File: src/rtl/bg_scroll_pkg.sv
// Shared constants and types for the background scroll generator:
// register offsets, CPU write FSM states and default path widths.
package bg_scroll_pkg;

  localparam int unsigned SCRL_H_WIDTH = 9;
  localparam int unsigned SCRL_V_WIDTH = 8;

  // Register offsets relative to SCRL_BASE; offset 3 is unmapped
  localparam logic [1:0] SCRL_XLO = 2'd0;
  localparam logic [1:0] SCRL_XHI = 2'd1;
  localparam logic [1:0] SCRL_Y   = 2'd2;

  typedef enum logic [1:0] {
    IDLE    = 2'd0,
    CAPTURE = 2'd1,
    HOLD    = 2'd2
  } wr_state_t;

endpackage

File: src/rtl/bg_scroll_gen_if.sv
// CPU write port of the scroll register block (active-low strobes).
interface bg_scroll_gen_if;

  logic       SCROLL_CS;
  logic       Z80_WR;
  logic [1:0] CPU_ADDR;
  logic [7:0] CPU_DIN;

  modport master (output SCROLL_CS, output Z80_WR, output CPU_ADDR, output CPU_DIN);
  modport slave  (input  SCROLL_CS, input  Z80_WR, input  CPU_ADDR, input  CPU_DIN);

endinterface

File: src/rtl/bg_scroll_gen_edge_detect.sv
// Rising-edge pulse generator: rise is high for the one cycle where din
// is high and was low on the previous clock.
module bg_scroll_gen_edge_detect (
  input  logic clk,
  input  logic rst_n,
  input  logic din,
  output logic rise
);

  logic din_q;

  always_ff @(posedge clk or negedge rst_n) begin
    if (!rst_n) din_q <= 1'b0;
    else        din_q <= din;
  end

  assign rise = din & ~din_q;

endmodule

File: src/rtl/bg_scroll_gen.sv
// Background scroll generator: CPU shadow scroll registers, blank-synchronous
// active copies and registered scrolled beam position. Optional per-line X
// reload at HBLANK is enabled by defining BG_LINE_SCROLL_EN.
module bg_scroll_gen
  import bg_scroll_pkg::*;
#(
  parameter logic [1:0]  SCRL_BASE = 2'b00,
  parameter int unsigned H_WIDTH   = SCRL_H_WIDTH,
  parameter int unsigned V_WIDTH   = SCRL_V_WIDTH
) (
  input  logic               master_clk,
  input  logic               reset_n,
  input  logic               pixel_ce,
  input  logic [H_WIDTH-1:0] HPIX,
  input  logic [V_WIDTH-1:0] VPIX,
  input  logic               HBLANK,
  input  logic               VBLANK,
  input  logic               SCREEN_FLIP,
  bg_scroll_gen_if.slave     cpu,
  output logic [H_WIDTH-1:0] HPIXSCRL,
  output logic [V_WIDTH-1:0] VPIXSCRL,
  output logic               scroll_dirty
);

  wr_state_t          state, state_nxt;
  logic               capture;
  logic               strobe;
  logic [1:0]         reg_sel;
  logic [H_WIDTH-1:0] shadow_x, active_x;
  logic [V_WIDTH-1:0] shadow_y, active_y;
  logic               v_rise;
  logic               x_load;

  assign strobe  = !cpu.SCROLL_CS && !cpu.Z80_WR;
  assign reg_sel = cpu.CPU_ADDR - SCRL_BASE;

  always_ff @(posedge master_clk or negedge reset_n) begin
    if (!reset_n) state <= IDLE;
    else          state <= state_nxt;
  end

  // HOLD waits for strobe release so a long strobe produces a single write
  always_comb begin
    state_nxt = state;
    capture   = 1'b0;
    case (state)
      IDLE:    if (strobe) state_nxt = CAPTURE;
      CAPTURE: begin
        capture   = 1'b1;
        state_nxt = HOLD;
      end
      HOLD:    if (!strobe) state_nxt = IDLE;
      default: state_nxt = IDLE;
    endcase
  end

  always_ff @(posedge master_clk or negedge reset_n) begin
    if (!reset_n) begin
      shadow_x <= '0;
      shadow_y <= '0;
    end else if (capture) begin
      case (reg_sel)
        SCRL_XLO: shadow_x[7:0]         <= cpu.CPU_DIN;
        SCRL_XHI: shadow_x[H_WIDTH-1:8] <= cpu.CPU_DIN[H_WIDTH-9:0];
        SCRL_Y:   shadow_y              <= cpu.CPU_DIN[V_WIDTH-1:0];
        default:  ;
      endcase
    end
  end

  bg_scroll_gen_edge_detect u_vblank_edge (
    .clk   (master_clk),
    .rst_n (reset_n),
    .din   (VBLANK),
    .rise  (v_rise)
  );

`ifdef BG_LINE_SCROLL_EN
  logic h_rise;

  bg_scroll_gen_edge_detect u_hblank_edge (
    .clk   (master_clk),
    .rst_n (reset_n),
    .din   (HBLANK),
    .rise  (h_rise)
  );

  assign x_load = v_rise | h_rise;
`else
  logic unused_hblank;

  assign unused_hblank = HBLANK;
  assign x_load        = v_rise;
`endif

  // Active copies sample the pre-write shadow when a capture lands on a load edge
  always_ff @(posedge master_clk or negedge reset_n) begin
    if (!reset_n) begin
      active_x <= '0;
      active_y <= '0;
    end else begin
      if (x_load) active_x <= shadow_x;
      if (v_rise) active_y <= shadow_y;
    end
  end

  // Dirty clears only at VBLANK, where both axes reload; a coincident write keeps it set
  always_ff @(posedge master_clk or negedge reset_n) begin
    if (!reset_n)     scroll_dirty <= 1'b0;
    else if (capture) scroll_dirty <= 1'b1;
    else if (v_rise)  scroll_dirty <= 1'b0;
  end

  always_ff @(posedge master_clk or negedge reset_n) begin
    if (!reset_n) begin
      HPIXSCRL <= '0;
      VPIXSCRL <= '0;
    end else if (pixel_ce) begin
      HPIXSCRL <= (SCREEN_FLIP ? ~HPIX : HPIX) + active_x;
      VPIXSCRL <= (SCREEN_FLIP ? ~VPIX : VPIX) + active_y;
    end
  end

endmodule

File: src/flat_wrapper.sv
// flat-port wrapper written by rule: the top's interface ports become plain ports
module bg_scroll_gen_flat import bg_scroll_pkg::*;
#(
  parameter logic [1:0]  SCRL_BASE = 2'b00,
  parameter int unsigned H_WIDTH   = SCRL_H_WIDTH,
  parameter int unsigned V_WIDTH   = SCRL_V_WIDTH
)
  (master_clk, reset_n, pixel_ce, HPIX, VPIX, HBLANK, VBLANK, SCREEN_FLIP, HPIXSCRL, VPIXSCRL, scroll_dirty, cpu_SCROLL_CS, cpu_Z80_WR, cpu_CPU_ADDR, cpu_CPU_DIN);
  bg_scroll_gen_if cpu_i ();
  input  logic master_clk;
  input  logic reset_n;
  input  logic pixel_ce;
  input  logic [H_WIDTH-1:0] HPIX;
  input  logic [V_WIDTH-1:0] VPIX;
  input  logic HBLANK;
  input  logic VBLANK;
  input  logic SCREEN_FLIP;
  output logic [H_WIDTH-1:0] HPIXSCRL;
  output logic [V_WIDTH-1:0] VPIXSCRL;
  output logic scroll_dirty;
  input wire logic [$bits(cpu_i.SCROLL_CS)-1:0] cpu_SCROLL_CS;
  input wire logic [$bits(cpu_i.Z80_WR)-1:0] cpu_Z80_WR;
  input wire logic [$bits(cpu_i.CPU_ADDR)-1:0] cpu_CPU_ADDR;
  input wire logic [$bits(cpu_i.CPU_DIN)-1:0] cpu_CPU_DIN;
  assign cpu_i.SCROLL_CS = cpu_SCROLL_CS;
  assign cpu_i.Z80_WR = cpu_Z80_WR;
  assign cpu_i.CPU_ADDR = cpu_CPU_ADDR;
  assign cpu_i.CPU_DIN = cpu_CPU_DIN;
  bg_scroll_gen #(.SCRL_BASE(SCRL_BASE), .H_WIDTH(H_WIDTH), .V_WIDTH(V_WIDTH)) u_core (.master_clk(master_clk), .reset_n(reset_n), .pixel_ce(pixel_ce), .HPIX(HPIX), .VPIX(VPIX), .HBLANK(HBLANK), .VBLANK(VBLANK), .SCREEN_FLIP(SCREEN_FLIP), .cpu(cpu_i), .HPIXSCRL(HPIXSCRL), .VPIXSCRL(VPIXSCRL), .scroll_dirty(scroll_dirty));
endmodule
File: config.mk
export PLATFORM = sky130hd
export DESIGN_NAME = bg_scroll_gen_flat
export DESIGN_NICKNAME = d
export VERILOG_FILES = /design/src/rtl/bg_scroll_pkg.sv /design/src/rtl/bg_scroll_gen_if.sv /design/src/rtl/bg_scroll_gen_edge_detect.sv /design/src/rtl/bg_scroll_gen.sv /design/src/flat_wrapper.sv
export SDC_FILE = /design/constraint.sdc
export NUM_CORES = 1
export LEC_CHECK = 0
export CORE_ASPECT_RATIO = 0.7
export CORE_MARGIN = 1
export CORE_UTILIZATION = 52
export CTS_BUF_LIST = sky130_fd_sc_hd__clkbuf_16
export DETAILED_ROUTE_END_ITERATION = 7
export PLACE_DENSITY_LB_ADDON = 0.2
export RECOVER_POWER = 100
export SLEW_MARGIN = 20
export SYNTH_ARGS = -nofsm -noshare
export SYNTH_HDL_FRONTEND = slang
export SYNTH_SLANG_ARGS = --single-unit
File: constraint.sdc
create_clock -name master_clk -period 2.5 [get_ports master_clk]
set_clock_uncertainty 0.15 [all_clocks]
set_input_delay 0.75 -clock master_clk [delete_from_list [all_inputs] [get_ports master_clk]]
set_output_delay 0.75 -clock master_clk [all_outputs]
set_load 0.02 [all_outputs]
==> reports/summary.txt <==
status -> complete, no violations
via count -> 1,999
H-tree levels -> 2
drt drc -> 0
Final ANT Viol Nets -> 0
Synth-to-Final Area Change -> 40.4%
Layout Nets -> 365
Final Hold Fails -> 0
r2r worst-path depth -> 7
hold bufs inserted after CTS -> 0
area of the die -> 5740 um^2
CP max FO -> 7
Syn Area/Cell -> 12.5 um^2
WP data required -> 2500 ps
Synth Net Count -> 278
hold depth -> 1
Clock transition at path regs -> 70 ps
first-pass GRT wire length -> 9.47 mm
minimum clock period -> 2500 ps
Rel. slew slack -> 0.0934
number of buffers and inverters on the critical path -> 4
synthesis warning total -> 0
Cell Rows -> 22
share of cells above drive strength 1 -> 0.379
Crit path max-delay family -> buffers and inverters
combinational share of power -> 0.509
num ports -> 53
sequential power share -> 0.332
Worst-Margin Slew -> 1360 ps
Clk pwr share -> 0.158
synthesized instance count -> 226
synthesized cell area -> 2830 um^2
Final Slew Violations -> 0
CP endpoint kind -> flip-flop
CTS Root Cell -> clkbuf_16
WP depth -> 11
Pleak -> 1.78 nW
Slowest cell on crit path -> fa_2
fin crit share -> 0.999
Worst Setup SP -> SCREEN_FLIP
CTS tree -> yes
WL/cell -> 15.9 um
initial antenna violation count -> 0
Via density -> 5.18
fin util -> 0.759
max incr delay on CP -> 380 ps
Setup-failing EPs final -> 0
Inserted Clock Buffers -> 5
Net Sw Frac -> 0.346
Inserted Diodes -> 0
critical-path cell list -> buf_6, buf_8, buf_4, xor2_4, inv_2, fa_2, nand2b_4, a21oi_4, o21ai_2, xnor2_1, a21oi_1
PortBufs -> 51
Max clock buf depth -> 2
DRT Wirelength -> 6.14 mm
Die Width -> 90.2 um
Cell Int Power -> 2.83 mW
Final HPWL DP -> 4.23 mm
GPL Wtd Cong -> 0.846
CP Class -> in2reg
Placeable Area -> 5230 um^2
crit path DAT -> 2490 ps
critical path launch point type -> primary input
worst r2r src -> u_core.active_y[0]
Seq/Total Area, Yosys -> 0.487
synthesized flop and latch total -> 55
Max Clock Freq -> 0.401 GHz
total gr overflow -> 0
die height -> 63.7 um
CTS Sinks -> 55
Starting Density -> 0.541
post-synthesis cell type count -> 31
gr usage total -> 0.216
number of global-route vias before repair -> 1,916
Hold WC Path Type -> reg2reg
Psw -> 1.50 mW
drt first-iter violations -> 70
largest net degree at the start of global routing -> 56
max-cap viol count -> 0
Clock Latency Late Sink -> 290 ps
Max VDD drop -> 0.634 mV
DRT Pass-1 Iters -> 5
Fin Setup TNS -> 0 ps
pwr dens -> 1090 nW/um^2
hold path start -> u_core.state[1]
## metrics by stage
step / cells / setup slack (ps) / area (um^2) / hold slack [ps] / total power [mW]
after detailed placement: 372 / -715 / 3660 / 316 / 3.41
after CTS: 385 / -2.67 / 3880 / 319 / 4.20
after global routing: 386 / -59.5 / 3970 / 348 / 4.60
final: 386 / 3.21 / 3970 / 328 / 4.33
after floorplan: 226 / -161 / 2890 / 279 / 2.62
after global placement: 372 / -619 / 3660 / 289 / 3.34
## final timing paths
path	slack, ps	endpoint
worst max-delay path	3	u_core.HPIXSCRL[8]
worst min-delay path	330	u_core.state[0]
worst max register to register	480	u_core.VPIXSCRL[4]
worst min register to register	330	u_core.state[0]
max in group asynchronous	670	u_core.active_y[1]
min in group asynchronous	720	u_core.HPIXSCRL[1]
## registers in the layout (all words and copies together) (netlist names)
name                        cells
u_core.HPIXSCRL                 9
u_core.VPIXSCRL                 8
u_core.active_y                 8
u_core.shadow_y                 8
u_core.shadow_x                 9
u_core.scroll_dirty             1
u_core.active_x                 9
u_core.u_vblank_edge.din_q      1
u_core.state                    2
## power groups by stage
stage / logic [mW] / registers (mW) / clock network [mW]
CTS: 2.07 / 1.43 / 0.698
global placement: 1.91 / 1.43 / 0
global route: 2.38 / 1.48 / 0.738
finish: 2.21 / 1.44 / 0.686
detailed placement: 1.97 / 1.44 / 0
floorplan: 1.04 / 1.58 / 0
## logic make-up after synthesis
| group | count (synthesis) | share of synthesized area |
|---|---|---|
| buf+inv | 12 | 0.0203 |
| mux | 45 | 0.180 |
| compound gates | 35 | 0.0787 |
| simple gates | 32 | 0.0606 |
| flops | 55 | 0.487 |
| fa+ha+maj | 17 | 0.0805 |
| xor+xnor | 30 | 0.0929 |
## placed cells by master (no fill, tap or decap), types with 3 or more instances in the layout
cell	synthesis	routed
o21ai_1	3	3
dlymetal6s2s_1	0	3
clkdlybuf4s50_1	0	38
a21o_1	3	3
mux2_2	44	41
ha_1	15	10
o21ai_2	0	3
xor2_1	18	16
dfrtp_1	55	55
nor2_1	9	9
ha_2	0	4
o21ai_0	8	4
mux2_4	1	4
buf_4	0	29
a21oi_1	11	4
dlygate4sd3_1	0	3
dlygate4sd2_1	0	3
inv_1	6	5
nand2b_1	4	3
clkbuf_16	0	5
nand2_1	10	10
nor3_1	4	3
xnor2_1	12	12
a21oi_2	0	5
## per-layer routing
layer	track usage	routed length, um	up-vias
met5	0	0	-
met4	0.0423	14	0
met3	0.0386	169	2
met2	0.321	2850	41
met1	0.330	3100	995
li1	-	-	961
## cell type report
type | count | area [um^2]
Clock buffer | 5 | 125
Clock inverter | 3 | 21.3
Fill cell | 359 | 1260
Inverter | 6 | 22.5
Multi-Input combinational cell | 159 | 1550
Sequential cell | 55 | 1380
Tap cell | 72 | 90.1
Timing Repair Buffer | 86 | 782
## repair_timing
item | CTS | global route
setup buffers | 5 | 1
endpoints found under the setup margin | 11 | 9
resized for setup | 24 | 23
pin swaps | 28 | 25
## cell usage after synthesis (all sizes together)
library cell | count | area, um^2
o2bb2ai | 1 | 8.76
xor2 | 18 | 158
nor3 | 5 | 30.0
a211oi | 4 | 40.0
clkbuf | 1 | 3.75
o211ai | 3 | 27.5
a21o | 3 | 22.5
nor2b | 1 | 6.26
mux2 | 45 | 510
nand2b | 5 | 38.8
dfrtp | 55 | 1380
nor3b | 1 | 18.8
nor4 | 1 | 6.26
xnor2 | 12 | 105
fa | 2 | 40.0
ha | 15 | 188
nand2 | 10 | 37.5
a31oi | 1 | 6.26
o21bai | 1 | 7.51
buf | 5 | 31.3
inv | 6 | 22.5
nor2 | 9 | 33.8
a21oi | 11 | 55.1
o21ai | 11 | 55.1
Note: power is estimated with default switching activity, not from simulation.
